[config.mk]
export PLATFORM = sky130hd
export DESIGN_NAME = sseg_scroll_controller_flat
export DESIGN_NICKNAME = d
export VERILOG_FILES = /design/src/rtl/sseg_scroll_controller_if.sv /design/src/rtl/sseg_scroll_controller.sv /design/src/flat_wrapper.sv
export SDC_FILE = /design/constraint.sdc
export NUM_CORES = 1
export LEC_CHECK = 0
export CORE_MARGIN = 5
export CORE_UTILIZATION = 56
export DETAILED_ROUTE_END_ITERATION = 6
export GPL_TIMING_DRIVEN = 1
export HOLD_SLACK_MARGIN = 0.08
export MAX_ROUTING_LAYER = met4
export PLACE_DENSITY = 0.8
export SLEW_MARGIN = 20
export SYNTH_ARGS = -nofsm -noshare
export SYNTH_HDL_FRONTEND = slang
export SYNTH_SLANG_ARGS = --single-unit
[constraint.sdc]
create_clock -name clk -period 4.39 [get_ports clk]
set_input_delay 0.878 -clock clk [delete_from_list [all_inputs] [get_ports clk]]
set_output_delay 0.878 -clock clk [all_outputs]
set_load 0.02 [all_outputs]
[src/rtl/sseg_scroll_controller_if.sv]
`default_nettype none
// ============================================================================
// Module      : sseg_scroll_controller_if
// Description : Write/control/display bundle for the seven-segment scroll
//               controller.
// Revision    : 1.0 - initial release
// ============================================================================
interface sseg_scroll_controller_if;
  logic       wr_en;
  logic [3:0] wr_addr;
  logic [7:0] wr_data;
  logic [4:0] msg_len;
  logic       start;
  logic       stop;
  logic       dir;
  logic [7:0] dig3;
  logic [7:0] dig2;
  logic [7:0] dig1;
  logic [7:0] dig0;
  logic       running;
  logic       wrap;

  modport master (
    output wr_en, wr_addr, wr_data, msg_len, start, stop, dir,
    input  dig3, dig2, dig1, dig0, running, wrap
  );

  modport slave (
    input  wr_en, wr_addr, wr_data, msg_len, start, stop, dir,
    output dig3, dig2, dig1, dig0, running, wrap
  );
endinterface
`default_nettype wire

[src/rtl/sseg_scroll_controller.sv]
`default_nettype none
// ============================================================================
// Module      : sseg_scroll_controller
// Description : 16-entry segment-pattern buffer shown as a scrolling
//               four-character window on a multiplexed display.
// Revision    : 1.0 - initial release
// ============================================================================
module sseg_scroll_controller #(
  parameter int TICK_MAX = 10_000_000,
  parameter int DEPTH    = 16
) (
  input  logic                     clk,
  input  logic                     reset,
  sseg_scroll_controller_if.slave  bus
);

  localparam int              TW        = $clog2(TICK_MAX);
  localparam logic [TW-1:0]   TICK_LAST = TW'(TICK_MAX - 1);
  localparam logic [0:0]      S_IDLE    = 1'b0;
  localparam logic [0:0]      S_RUN     = 1'b1;

  logic [0:0]    state_q, state_d;
  logic [TW-1:0] tick_q, tick_d;
  logic [3:0]    offset_q, offset_d;
  logic [3:0]    len_m1_q, len_m1_d;
  logic          wrap_q, wrap_d;
  logic [7:0]    buf_q [DEPTH];
  logic [7:0]    buf_d [DEPTH];
  logic [7:0]    dig_q [4];
  logic [7:0]    dig_d [4];
  logic [3:0]    idx   [4];
  logic          running;
  logic          step;

  // ---------------- state register ----------------
  always_ff @(posedge clk) begin
    if (reset) state_q <= S_IDLE;
    else       state_q <= state_d;
  end

  // ---------------- next-state logic ----------------
  always_comb begin
    state_d = state_q;
    if (bus.stop)       state_d = S_IDLE;
    else if (bus.start) state_d = S_RUN;
  end

  // ---------------- FSM outputs ----------------
  always_comb begin
    running = (state_q == S_RUN);
  end

  assign step = running && (tick_q == TICK_LAST) && !bus.stop && !bus.start;

  // Window indices walk forward from the offset, wrapping at the message end
  assign idx[0] = offset_q;
  for (genvar k = 1; k < 4; k++) begin : g_win
    assign idx[k] = (idx[k-1] == len_m1_q) ? 4'd0 : idx[k-1] + 4'd1;
  end

  always_comb begin
    tick_d   = tick_q;
    offset_d = offset_q;
    len_m1_d = len_m1_q;
    wrap_d   = 1'b0;
    buf_d    = buf_q;
    if (bus.wr_en) buf_d[bus.wr_addr] = bus.wr_data;

    if (bus.stop) begin
      tick_d = '0;
    end else if (bus.start) begin
      tick_d   = '0;
      offset_d = 4'd0;
      if (bus.msg_len == 5'd0)       len_m1_d = 4'd0;
      else if (bus.msg_len >= 5'd16) len_m1_d = 4'd15;
      else                           len_m1_d = bus.msg_len[3:0] - 4'd1;
    end else if (!running) begin
      tick_d = '0;
    end else if (step) begin
      tick_d = '0;
      if (!bus.dir) begin
        offset_d = (offset_q == len_m1_q) ? 4'd0 : offset_q + 4'd1;
        wrap_d   = (offset_q == len_m1_q);
      end else begin
        offset_d = (offset_q == 4'd0) ? len_m1_q : offset_q - 4'd1;
        wrap_d   = (offset_q == 4'd0);
      end
    end else begin
      tick_d = tick_q + 1'b1;
    end

    for (int k = 0; k < 4; k++) begin
      dig_d[k] = running ? buf_q[idx[k]] : 8'hFF;
    end
  end

  always_ff @(posedge clk) begin
    if (reset) begin
      tick_q   <= '0;
      offset_q <= 4'd0;
      len_m1_q <= 4'd0;
      wrap_q   <= 1'b0;
      for (int i = 0; i < DEPTH; i++) buf_q[i] <= 8'hFF;
      for (int k = 0; k < 4; k++)     dig_q[k] <= 8'hFF;
    end else begin
      tick_q   <= tick_d;
      offset_q <= offset_d;
      len_m1_q <= len_m1_d;
      wrap_q   <= wrap_d;
      buf_q    <= buf_d;
      dig_q    <= dig_d;
    end
  end

  assign bus.dig3    = dig_q[0];
  assign bus.dig2    = dig_q[1];
  assign bus.dig1    = dig_q[2];
  assign bus.dig0    = dig_q[3];
  assign bus.running = running;
  assign bus.wrap    = wrap_q;

endmodule
`default_nettype wire

[src/flat_wrapper.sv]
// flat-port wrapper written by rule: the top's interface ports become plain ports
module sseg_scroll_controller_flat 
#(
  parameter int TICK_MAX = 10_000_000,
  parameter int DEPTH    = 16
)
  (clk, reset, bus_wr_en, bus_wr_addr, bus_wr_data, bus_msg_len, bus_start, bus_stop, bus_dir, bus_dig3, bus_dig2, bus_dig1, bus_dig0, bus_running, bus_wrap);
  sseg_scroll_controller_if bus_i ();
  input  logic clk;
  input  logic reset;
  input wire logic [$bits(bus_i.wr_en)-1:0] bus_wr_en;
  input wire logic [$bits(bus_i.wr_addr)-1:0] bus_wr_addr;
  input wire logic [$bits(bus_i.wr_data)-1:0] bus_wr_data;
  input wire logic [$bits(bus_i.msg_len)-1:0] bus_msg_len;
  input wire logic [$bits(bus_i.start)-1:0] bus_start;
  input wire logic [$bits(bus_i.stop)-1:0] bus_stop;
  input wire logic [$bits(bus_i.dir)-1:0] bus_dir;
  output wire logic [$bits(bus_i.dig3)-1:0] bus_dig3;
  output wire logic [$bits(bus_i.dig2)-1:0] bus_dig2;
  output wire logic [$bits(bus_i.dig1)-1:0] bus_dig1;
  output wire logic [$bits(bus_i.dig0)-1:0] bus_dig0;
  output wire logic [$bits(bus_i.running)-1:0] bus_running;
  output wire logic [$bits(bus_i.wrap)-1:0] bus_wrap;
  assign bus_i.wr_en = bus_wr_en;
  assign bus_i.wr_addr = bus_wr_addr;
  assign bus_i.wr_data = bus_wr_data;
  assign bus_i.msg_len = bus_msg_len;
  assign bus_i.start = bus_start;
  assign bus_i.stop = bus_stop;
  assign bus_i.dir = bus_dir;
  assign bus_dig3 = bus_i.dig3;
  assign bus_dig2 = bus_i.dig2;
  assign bus_dig1 = bus_i.dig1;
  assign bus_dig0 = bus_i.dig0;
  assign bus_running = bus_i.running;
  assign bus_wrap = bus_i.wrap;
  sseg_scroll_controller #(.TICK_MAX(TICK_MAX), .DEPTH(DEPTH)) u_core (.clk(clk), .reset(reset), .bus(bus_i));
endmodule
==> out/results.txt <==
Fin. Hold Viols -> 0
Reg2reg setup slack -> 0.43 ns
Family with the most delay on the worst path -> simple AND/OR/NAND/NOR gates
Switching part of the total -> 33.5%
Crit-path cells -> xnor2_2, nand4_1, nand2_1, inv_2, ha_1, xnor2_1, xnor2_1, and2_0, a32o_1, nor4_4, nor2_1, buf_4, nor2_1, a41oi_1, nand3_1
Port bufs -> 56
Worst-Skew Late Latency -> 0.46 ns
Pin count of the biggest net entering global routing -> 105
CP peak stage delay -> 0.53 ns
Core Region -> 21800 µm²
Post-route ant nets -> 0
Arrival @ worst endpoint -> 4.35 ns
Synthesized area per cell -> 8.80 µm²
Clock power frac -> 37.1%
Sequential-to-total area share from yosys stat -> 31.6%
Asr flop ratio synth -> 0%
Reg2Reg Depth -> 15
Worst path bufs/invs -> 2
Vias in the first global route -> 11339
Net Count, Synth -> 1428
Share of cells above drive strength 1 -> 14.2%
Fin Setup TNS -> 0 ns
Final number of setup-violating endpoints -> 0
Met3 usage -> 10.2%
Max_slew headroom -> 22.6%
HP Class -> flop to flop
Post-CTS Hold Buffers -> 0
M1 GR Usage -> 44.5%
Initial Util -> 56.5%
H-tree lvl count -> 4
# clock sinks -> 194
CP Launch Point -> u_core.offset_q[1]
Worst VDD drop -> 0.240 mV
DR vias/cell -> 7.02
Hold WS -> 0.486 ns
Max frequency -> 0.252 GHz
Post-synth cell types -> 80
Worst slew pin tran -> 1.16 ns
Clock transition at path regs -> 0.08 ns
Post-route DRC -> 0
Total CTS buffers -> 17
Worst Path Required -> 4.78 ns
CP Capture Type -> flop
Horiz. Die Dim -> 158 µm
Reg2reg start -> u_core.offset_q[1]
DRT Pass-1 Iters -> 7
Synth Instances -> 1398
Most used DFF post-synth -> dfxtp_1
Fin nets -> 1438
GR Util All Layers -> 35.5%
Routed vias -> 11968
Gr ovfl total -> 0
Yosys reg bits -> 194
First-pass GRT wire length -> 66100 µm
RSZ-0062 raised after global routing -> false
Worst reg2reg path endpoint -> u_core.bus.dig0[3]
Hpwl dp -> 29200 µm
GR peak layer -> met2
Part of the power in combinational logic -> 20.7%
TritonCTS clock tree -> yes
Minimum clock period -> 3.96 ns
Die height -> 158 µm
Status -> finished, final reports clean
Final wirelength -> 42600 µm
P per Cell Area -> 314 nW/µm²
Crit Path Max Fanout -> 10
Synth warn -> 0
WL/cell -> 25.0 µm
Net Sw Power -> 1.46 mW
Post-synth EDFFs -> 0
Commonest cells after routing, fill and taps aside -> dfxtp_1 (192), nand2_1 (169), nor2b_1 (131), a211o_1 (131), nor2_1 (66)
Clock skew -> 0.0106 ns
Max-slew violations -> 0
1st-iter DRT viols -> 2009
Leak -> 4.79 nW
Critical path's slowest cell -> nor2_1
Placer Congestion -> 1.03
WS Path Type -> flop to flop
M2 GR Usage -> 51.6%
Clk buf depth -> 2
Seq pwr share -> 42.2%
Power Internal -> 2.90 mW
CP Launch Type -> flop
Period utilisation layout -> 90.2%
Post-CTS setup buffers -> 0
I/O pins -> 57
Crit path to -> u_core.bus.dig0[3]
Rows -> 54
CTS Root Cell -> clkbuf_16
Area growth from synthesis to layout -> 12.6%
MaxCap Viol Count -> 0
Critical path depth in cells -> 15
Initial antenna violation count -> 3
DIE AREA -> 25000 µm²
Synth Cell Area -> 12300 µm²
Commonest non-fill, non-tap cell in the layout -> dfxtp_1
[area by class of cell]
class,count,area (µm²)
Fill cell,1809,7900
Timing Repair Buffer,114,993
Tap cell,280,350
Clock inverter,15,181
Antenna cell,3,7.51
Clock buffer,17,425
Multi-Input combinational cell,1064,7940
Inverter,17,63.8
Sequential cell,194,3890
[power by group through the flow]
stage          clock, mW  combinational [mW]  sequential [mW]
6_report            1.61               0.903             1.84
5_1_grt             1.70               0.959             1.84
4_1_cts             1.63               0.872             1.83
3_5_place_dp           0               0.867             1.87
3_3_place_gp           0               0.868             1.87
2_1_floorplan          0               0.613             1.86
[metrics by stage]
| step | utilization [%] | worst slack (ns) | cells | area, µm² | power, mW |
|---|---|---|---|---|---|
| final | 63.7 | 0.429 | 1704 | 13900 | 4.36 |
| after floorplan | - | 0.0256 | 1398 | 12300 | 2.47 |
| after detailed placement | 60.8 | 0.249 | 1669 | 13200 | 2.74 |
| after global placement | 60.8 | 0.335 | 1669 | 13200 | 2.74 |
| after CTS | 63.6 | 0.228 | 1701 | 13800 | 4.33 |
| after global routing | 63.7 | 0.173 | 1704 | 13900 | 4.50 |
[what timing repair did]
item                                    CTS  global route
endpoints found under the setup margin    0             2
gates resized for setup                   0             1
hold endpoints to repair                  0             0
[metal layers]
layer | vias to the layer above | share of wire [%]
li1 | 5229 | -
met1 | 5680 | 37
met2 | 851 | 43
met3 | 208 | 13
met4 | 0 | 6.5
met5 | - | 0
[Yosys cell counts (5+ instances only)]
library cell	instances	area share, %
o21ai_0	43	1.7
clkbuf_1	80	2.4
a211o_1	131	9.3
o211ai_1	10	0.61
nand2_1	171	5.2
mux2i_1	17	1.4
o21ai_1	6	0.24
nor3_1	18	0.73
nor2b_1	132	6.7
buf_1	21	0.64
o22ai_1	8	0.41
mux4_2	64	12
nand2b_1	24	1.2
nand4_1	5	0.25
and3_1	35	1.8
dfxtp_1	194	32
ha_1	7	0.71
o221ai_1	10	0.71
mux2_2	9	0.82
nor2_1	66	2.0
inv_1	14	0.43
or3_1	19	0.97
xor2_1	17	1.2
buf_2	21	0.85
nand3_1	56	2.3
a21oi_1	33	1.3
a211oi_1	14	0.85
a22oi_1	11	0.67
a311oi_1	9	0.64
a221oi_1	7	0.50
xnor2_1	19	1.4
and2_1	10	0.51
a31oi_1	31	1.6
a2bb2oi_1	5	0.36
[state kept, by name (all words and copies together), names as in the netlist, 4 cells and up]
register,flops
u_core.offset_q,4
u_core.bus.dig2,8
u_core.tick_q,24
u_core.len_m1_q,4
u_core.buf_q,128
u_core.bus.dig0,8
u_core.bus.dig3,8
u_core.bus.dig1,8
[how the worst min path moves through the flow]
stage | from | to | slack (ns) | cells after the start
floorplan | u_core.tick_q[0] | u_core.tick_q[0] | 0.44 | 1
finish | u_core.tick_q[0] | u_core.tick_q[0] | 0.49 | 1
global placement | u_core.tick_q[0] | u_core.tick_q[0] | 0.46 | 1
global route | u_core.tick_q[0] | u_core.tick_q[0] | 0.54 | 1
detailed placement | u_core.tick_q[0] | u_core.tick_q[0] | 0.47 | 1
CTS | u_core.tick_q[0] | u_core.tick_q[0] | 0.49 | 1
[cells by family after synthesis]
family	count (synthesis)	share of synthesized area (%)
DFF	194	31.6
xor gates and xnor gates	38	2.83
adders and majority gates	7	0.712
AOI/OAI and AO/OA	369	23.1
buffers and inverters	140	4.52
muxes	92	14.1
and+or+nand+nor	558	23.2
Power figures use the tool's default switching activity.
